**config.mk**
```make
export PLATFORM = sky130hd
export DESIGN_NAME = btn_cond
export DESIGN_NICKNAME = d
export VERILOG_FILES = /design/src/rtl/btn_cond.sv
export SDC_FILE = /design/constraint.sdc
export NUM_CORES = 1
export LEC_CHECK = 0
export BUFFER_PORTS_ARGS = -buffer_cell sky130_fd_sc_hd__buf_2
export CAP_MARGIN = 10
export CELL_PAD_IN_SITES_DETAIL_PLACEMENT = 1
export CELL_PAD_IN_SITES_GLOBAL_PLACEMENT = 1
export CORE_AREA = 5 5 255 257
export CTS_CLUSTER_SIZE = 14
export DETAILED_ROUTE_END_ITERATION = 10
export DIE_AREA = 0 0 260 262
export GPL_TIMING_DRIVEN = 0
export PLACE_DENSITY_LB_ADDON = 0.08
export SYNTH_ARGS = -nofsm -noshare
export SYNTH_HDL_FRONTEND = slang
export SYNTH_SLANG_ARGS = --single-unit
```
**constraint.sdc**
```tcl
create_clock -name clk -period 3.33 [get_ports clk]
set_input_delay 0.333 -clock clk [delete_from_list [all_inputs] [get_ports clk]]
set_output_delay 0.333 -clock clk [all_outputs]
set_load 0.005 [all_outputs]
```
**src/rtl/btn_cond.sv**
```systemverilog
// btn_cond: multi-channel push-button conditioner.
//
// Each channel synchronizes its raw button level, debounces it, and derives
// edge pulses plus long-press / auto-repeat indications from the clean level.
//
// Ports:
//   clk          system clock, all state on its rising edge
//   rst          synchronous active-high reset
//   btn_raw      asynchronous bouncing button levels, active-high
//   btn_level    debounced button level
//   btn_press    one-cycle pulse on each debounced rising edge
//   btn_release  one-cycle pulse on each debounced falling edge
//   btn_repeat   one-cycle auto-repeat pulses while a button is held
//   btn_long     high while a button has been held for at least HOLD_MS
module btn_cond #(
    parameter int CLK_FREQ    = 100_000_000,
    parameter int N_BTN       = 5,
    parameter int DEBOUNCE_MS = 10,
    parameter int HOLD_MS     = 500,
    parameter int REPEAT_MS   = 100
) (
    input  logic             clk,
    input  logic             rst,
    input  logic [N_BTN-1:0] btn_raw,
    output logic [N_BTN-1:0] btn_level,
    output logic [N_BTN-1:0] btn_press,
    output logic [N_BTN-1:0] btn_release,
    output logic [N_BTN-1:0] btn_repeat,
    output logic [N_BTN-1:0] btn_long
);

    localparam int DB_CYC   = CLK_FREQ / 1000 * DEBOUNCE_MS;
    localparam int HOLD_CYC = CLK_FREQ / 1000 * HOLD_MS;
    localparam int REP_CYC  = CLK_FREQ / 1000 * REPEAT_MS;

    // Reject parameter sets whose timing constants collapse to zero cycles.
    if (DB_CYC < 1) begin : g_bad_db
        $error("btn_cond: debounce time is shorter than one clock cycle");
    end
    if (HOLD_CYC < 1) begin : g_bad_hold
        $error("btn_cond: hold time is shorter than one clock cycle");
    end
    if (REP_CYC < 1) begin : g_bad_rep
        $error("btn_cond: repeat period is shorter than one clock cycle");
    end

    localparam int HR_MAX = (HOLD_CYC > REP_CYC) ? HOLD_CYC : REP_CYC;
    localparam int DB_W   = $clog2(DB_CYC) + 1;
    localparam int HR_W   = $clog2(HR_MAX) + 1;

    localparam logic [DB_W-1:0] DB_LAST   = DB_W'(DB_CYC);
    localparam logic [HR_W-1:0] HOLD_LAST = HR_W'(HOLD_CYC - 1);
    localparam logic [HR_W-1:0] REP_LAST  = HR_W'(REP_CYC - 1);

    typedef enum logic [1:0] {
        IDLE,
        HELD,
        REPEAT
    } state_t;

    // Two-flop synchronizer stages.
    logic [N_BTN-1:0] sync_p0;
    logic [N_BTN-1:0] sync_p1;

    logic [DB_W-1:0]  db_cnt [N_BTN];
    logic [HR_W-1:0]  hr_cnt [N_BTN];
    state_t           state  [N_BTN];

    logic [N_BTN-1:0] differ;
    logic [N_BTN-1:0] db_done;
    logic [N_BTN-1:0] rise;
    logic [N_BTN-1:0] fall;

    // A channel's level flips on the edge where its disagreement counter has
    // already reached DB_CYC and the synchronized value still disagrees.
    always_comb begin
        differ  = sync_p1 ^ btn_level;
        db_done = '0;
        for (int i = 0; i < N_BTN; i++) begin
            db_done[i] = differ[i] && (db_cnt[i] == DB_LAST);
        end
        rise = db_done & sync_p1;
        fall = db_done & ~sync_p1;
    end

    always_ff @(posedge clk) begin
        if (rst) begin
            sync_p0     <= '0;
            sync_p1     <= '0;
            btn_level   <= '0;
            btn_press   <= '0;
            btn_release <= '0;
            btn_repeat  <= '0;
            btn_long    <= '0;
            for (int i = 0; i < N_BTN; i++) begin
                db_cnt[i] <= '0;
                hr_cnt[i] <= '0;
                state[i]  <= IDLE;
            end
        end else begin
            // synchronizer -> debounce boundary
            sync_p0     <= btn_raw;
            sync_p1     <= sync_p0;
            btn_press   <= rise;
            btn_release <= fall;

            for (int i = 0; i < N_BTN; i++) begin
                // Debounce: count consecutive disagreement, clear on agreement.
                if (!differ[i]) begin
                    db_cnt[i] <= '0;
                end else if (db_done[i]) begin
                    db_cnt[i]    <= '0;
                    btn_level[i] <= sync_p1[i];
                end else begin
                    db_cnt[i] <= db_cnt[i] + DB_W'(1);
                end

                // Hold / repeat FSM; a release in the same cycle as a due
                // repeat pulse wins, so the repeat is never emitted.
                btn_repeat[i] <= 1'b0;
                case (state[i])
                    IDLE: begin
                        btn_long[i] <= 1'b0;
                        if (rise[i]) begin
                            state[i]  <= HELD;
                            hr_cnt[i] <= '0;
                        end
                    end
                    HELD: begin
                        if (fall[i]) begin
                            state[i]    <= IDLE;
                            hr_cnt[i]   <= '0;
                            btn_long[i] <= 1'b0;
                        end else if (hr_cnt[i] == HOLD_LAST) begin
                            state[i]      <= REPEAT;
                            hr_cnt[i]     <= '0;
                            btn_long[i]   <= 1'b1;
                            btn_repeat[i] <= 1'b1;
                        end else begin
                            hr_cnt[i] <= hr_cnt[i] + HR_W'(1);
                        end
                    end
                    REPEAT: begin
                        if (fall[i]) begin
                            state[i]    <= IDLE;
                            hr_cnt[i]   <= '0;
                            btn_long[i] <= 1'b0;
                        end else if (hr_cnt[i] == REP_LAST) begin
                            hr_cnt[i]     <= '0;
                            btn_repeat[i] <= 1'b1;
                        end else begin
                            hr_cnt[i] <= hr_cnt[i] + HR_W'(1);
                        end
                    end
                    default: begin
                        state[i]    <= IDLE;
                        hr_cnt[i]   <= '0;
                        btn_long[i] <= 1'b0;
                    end
                endcase
            end
        end
    end

endmodule

```
==> reports/metrics.cfg <==
[routing]
wl_per_cell_um = 15.12
viasPerCell = 4.430
drc = 0
dr_total_vias = 11330
drtIter0Drc = 457
drt_wl_total_um = 38690
firstDrtPassIters = 4
ant_nets = 0

[finish]
drive_gt1_share_pct = 6.776
stdcell_count = 2558
num-nets-final = 1724
fin_util_pct = 29.33
diodes = 0
syn2layout_area_growth_pct = 19.08
final_area_um2 = 18330

[floorplan]
die_area_um2 = 68120
rows = 92
die_h_um = 262
chipWidth_um = 260
initial_utilization_pct = 24.63
core_area_um2 = 62500
ios = 32

[power_and_ir_drop]
switchingPower_mw = 2.135
clkPwrFrac_pct = 44.9
netSwitchingFraction_pct = 24.15
totalPowerFinal_mw = 8.844
comb_power_share_pct = 5.9
power_density_nw_per_um2 = 482.4
internal-power_mw = 6.708
leakage_nw = 6.262
peakVddDrop_v = 0.0003165
pwr-share-seq_pct = 49.2

[timing]
final_max_slew_viol_count = 0
final-setup-viol-count = 0
post-route-period-util_pct = 94.49
finalSetupTns_ps = 0
hold_viol_final = 0
final.min_clock_period_ps = 3147
worst_slew_pin_slew_ps = 1104
fin_ws_ps = 183.5
fmax_mhz = 317.8
max-slew-margin-rel_pct = 25.72
whs_ps = 73.04
grt_setup_unrepaired = false
finClkSkew_ps = 16.13

[global_routing]
grt_pass1_wl_um = 63510
antenna_found_initial = 1
grtUsageTotal_pct = 11.43
grt_overflow = 0
met1_usage_pct = 15.75
grtUsageMet3_pct = 2.133
grt_max_degree = 28
first_global_vias = 11860
top_usage_layer = met2
gr-usage-met2_pct = 18.24

[clock_tree]
cts_tree = done
clk_pin_slew_ps = 50
cts_sinks = 285
cts_buffers = 40
htree_levels = 2
cts-root-buf = clkbuf_16
clock_path_buffers = 3
clk_latency_ps = 540

[placed_design]
place_worst_setup_slack_ps = -460.9
placed_cell_area_um2 = 17060
gp_congestion = 0.7245
placed_cells = 2479
io_buffers = 31
place_hpwl_um = 28020

[synth]
netlist_area_um2 = 15400
yosysUniqueCellTypes = 63
seq_area_frac_synth_pct = 53.25
syn_avg_cell_area_um2 = 10.29
synthCells = 1496
synth-async-reset-ratio_pct = 0
ys_seq_elements = 285
ys.flop_type = edfxtp_1
yosys_warnings = 0
synth-edff-count = 249

[status]
outcome = completed

[setup_path]
arrival_ps = 3380
crit_type = flop to flop
required_ps = 3570
start_kind = flop
critPathCaptureType = flop
cp_max_fo = 8

[run]
maxCapViolations = 0

[min_path]
hp-class = input port to flop

[state kept, by name, indices dropped and copies added (netlist names)]
| signal | count |
|---|---|
| btn_level | 5 |
| btn_long | 5 |
| btn_press | 5 |
| btn_release | 5 |
| btn_repeat | 5 |
| db_cnt | 105 |
| hr_cnt | 135 |
| state | 10 |
| sync_p0 | 5 |
| sync_p1 | 5 |
[critical path, stage by stage (launching register included)]
cell and delay (ps):
edfxtp_1 470, or4b_1 540, or4_4 520, nor4_1 640, a21o_1 150, a21oi_1 110, nand4_1 180, buf_4 220
[area by class of cell]
| type | instances | area, um2 |
|---|---|---|
| multi-input cells | 1218 | 7214 |
| clock inverters | 7 | 30.03 |
| plain buffers | 33 | 173.9 |
| inverters | 64 | 240.2 |
| clock buffers | 65 | 1166 |
| well taps | 846 | 1059 |
| fillers | 7070 | 44170 |
| repair buffers | 40 | 252.7 |
| flip-flops and latches | 285 | 8198 |
[power groups by stage]
stage	Sequential (mW)	Clock, mW	Combinational, mW
final	4.35	3.97	0.525
after global routing	4.39	4.33	0.600
after CTS	4.35	4.20	0.538
after detailed placement	4.43	0	0.527
after global placement	4.43	0	0.511
after floorplan	4.35	0	0.391
[kinds of logic (layout without fill, tap and decap cells)]
group                      count (synthesis)  count (layout)  share of synthesized area [%]
other                                      1             105                        0.02436
DFF                                      285             285                          53.25
and+or+nand+nor                          794             794                          25.94
AOI/OAI and AO/OA                         69              69                          3.007
buffers and inverters                     97             209                          2.690
muxes                                      2               2                         0.1300
adders and majority gates                 35              35                          2.844
xor gates and xnor gates                 213             213                          12.12
[worst paths after layout]
check / cells after the start / endpoint / start / slack, ps
max: 7 / hr_cnt[4][21] / hr_cnt[4][7] / 180
min: 2 / sync_p0[0] / btn_raw[0] / 70
max reg2reg: 7 / hr_cnt[4][21] / hr_cnt[4][7] / 180
min reg2reg: 1 / sync_p1[3] / sync_p0[3] / 430
[Yosys cell counts (5+ instances only)]
| cell | n | area [um2] |
|---|---|---|
| ha_1 | 35 | 437.9 |
| nor4b_1 | 15 | 131.4 |
| nand3_1 | 102 | 510.5 |
| nand2_1 | 87 | 326.6 |
| nor3_1 | 32 | 160.2 |
| a21oi_1 | 22 | 110.1 |
| or3_1 | 11 | 68.82 |
| xor2_1 | 100 | 875.8 |
| nand4_1 | 52 | 325.3 |
| and2_1 | 13 | 81.33 |
| xnor2_1 | 113 | 989.7 |
| or4_1 | 9 | 67.56 |
| inv_1 | 64 | 240.2 |
| nor2_1 | 316 | 1186 |
| nand4b_1 | 5 | 43.79 |
| o21ai_0 | 12 | 60.06 |
| clkbuf_1 | 20 | 75.07 |
| dfxtp_1 | 36 | 720.7 |
| and4_1 | 21 | 183.9 |
| nor2b_1 | 20 | 125.1 |
| nor4bb_1 | 9 | 90.09 |
| nand2b_1 | 9 | 56.30 |
| edfxtp_1 | 249 | 7477 |
| nor4_1 | 36 | 225.2 |
| and3_1 | 38 | 237.7 |
[cell usage in the layout (no fill, tap or decap), types with 21 or more instances in the layout]
cell type and count:
xor2_1 100, nand3_1 100, xnor2_1 113, ha_1 35, nor4_1 35, a21oi_1 22
buf_2 35, and4_1 21, conb_1 105, nand4_1 52, edfxtp_1 249, inv_1 64
dfxtp_1 36, clkbuf_16 41, clkbuf_1 39, and3_1 38, nand2_1 87, nor3_1 31
nor2_1 316
[layer usage]
metal	routed length, um	part of all wire [%]
met1	19390	50
met2	17070	44
met3	1244	3.2
met4	983	2.5
met5	0	0
[repair_timing]
item	in CTS	in global routing
resized for setup	2	2
setup endpoints to repair	93	35
endpoints found under the hold margin	2	0
setup buffers	4	0
hold buffers	2	0
pin swaps	2	0
Power figures use the tool's default switching activity.
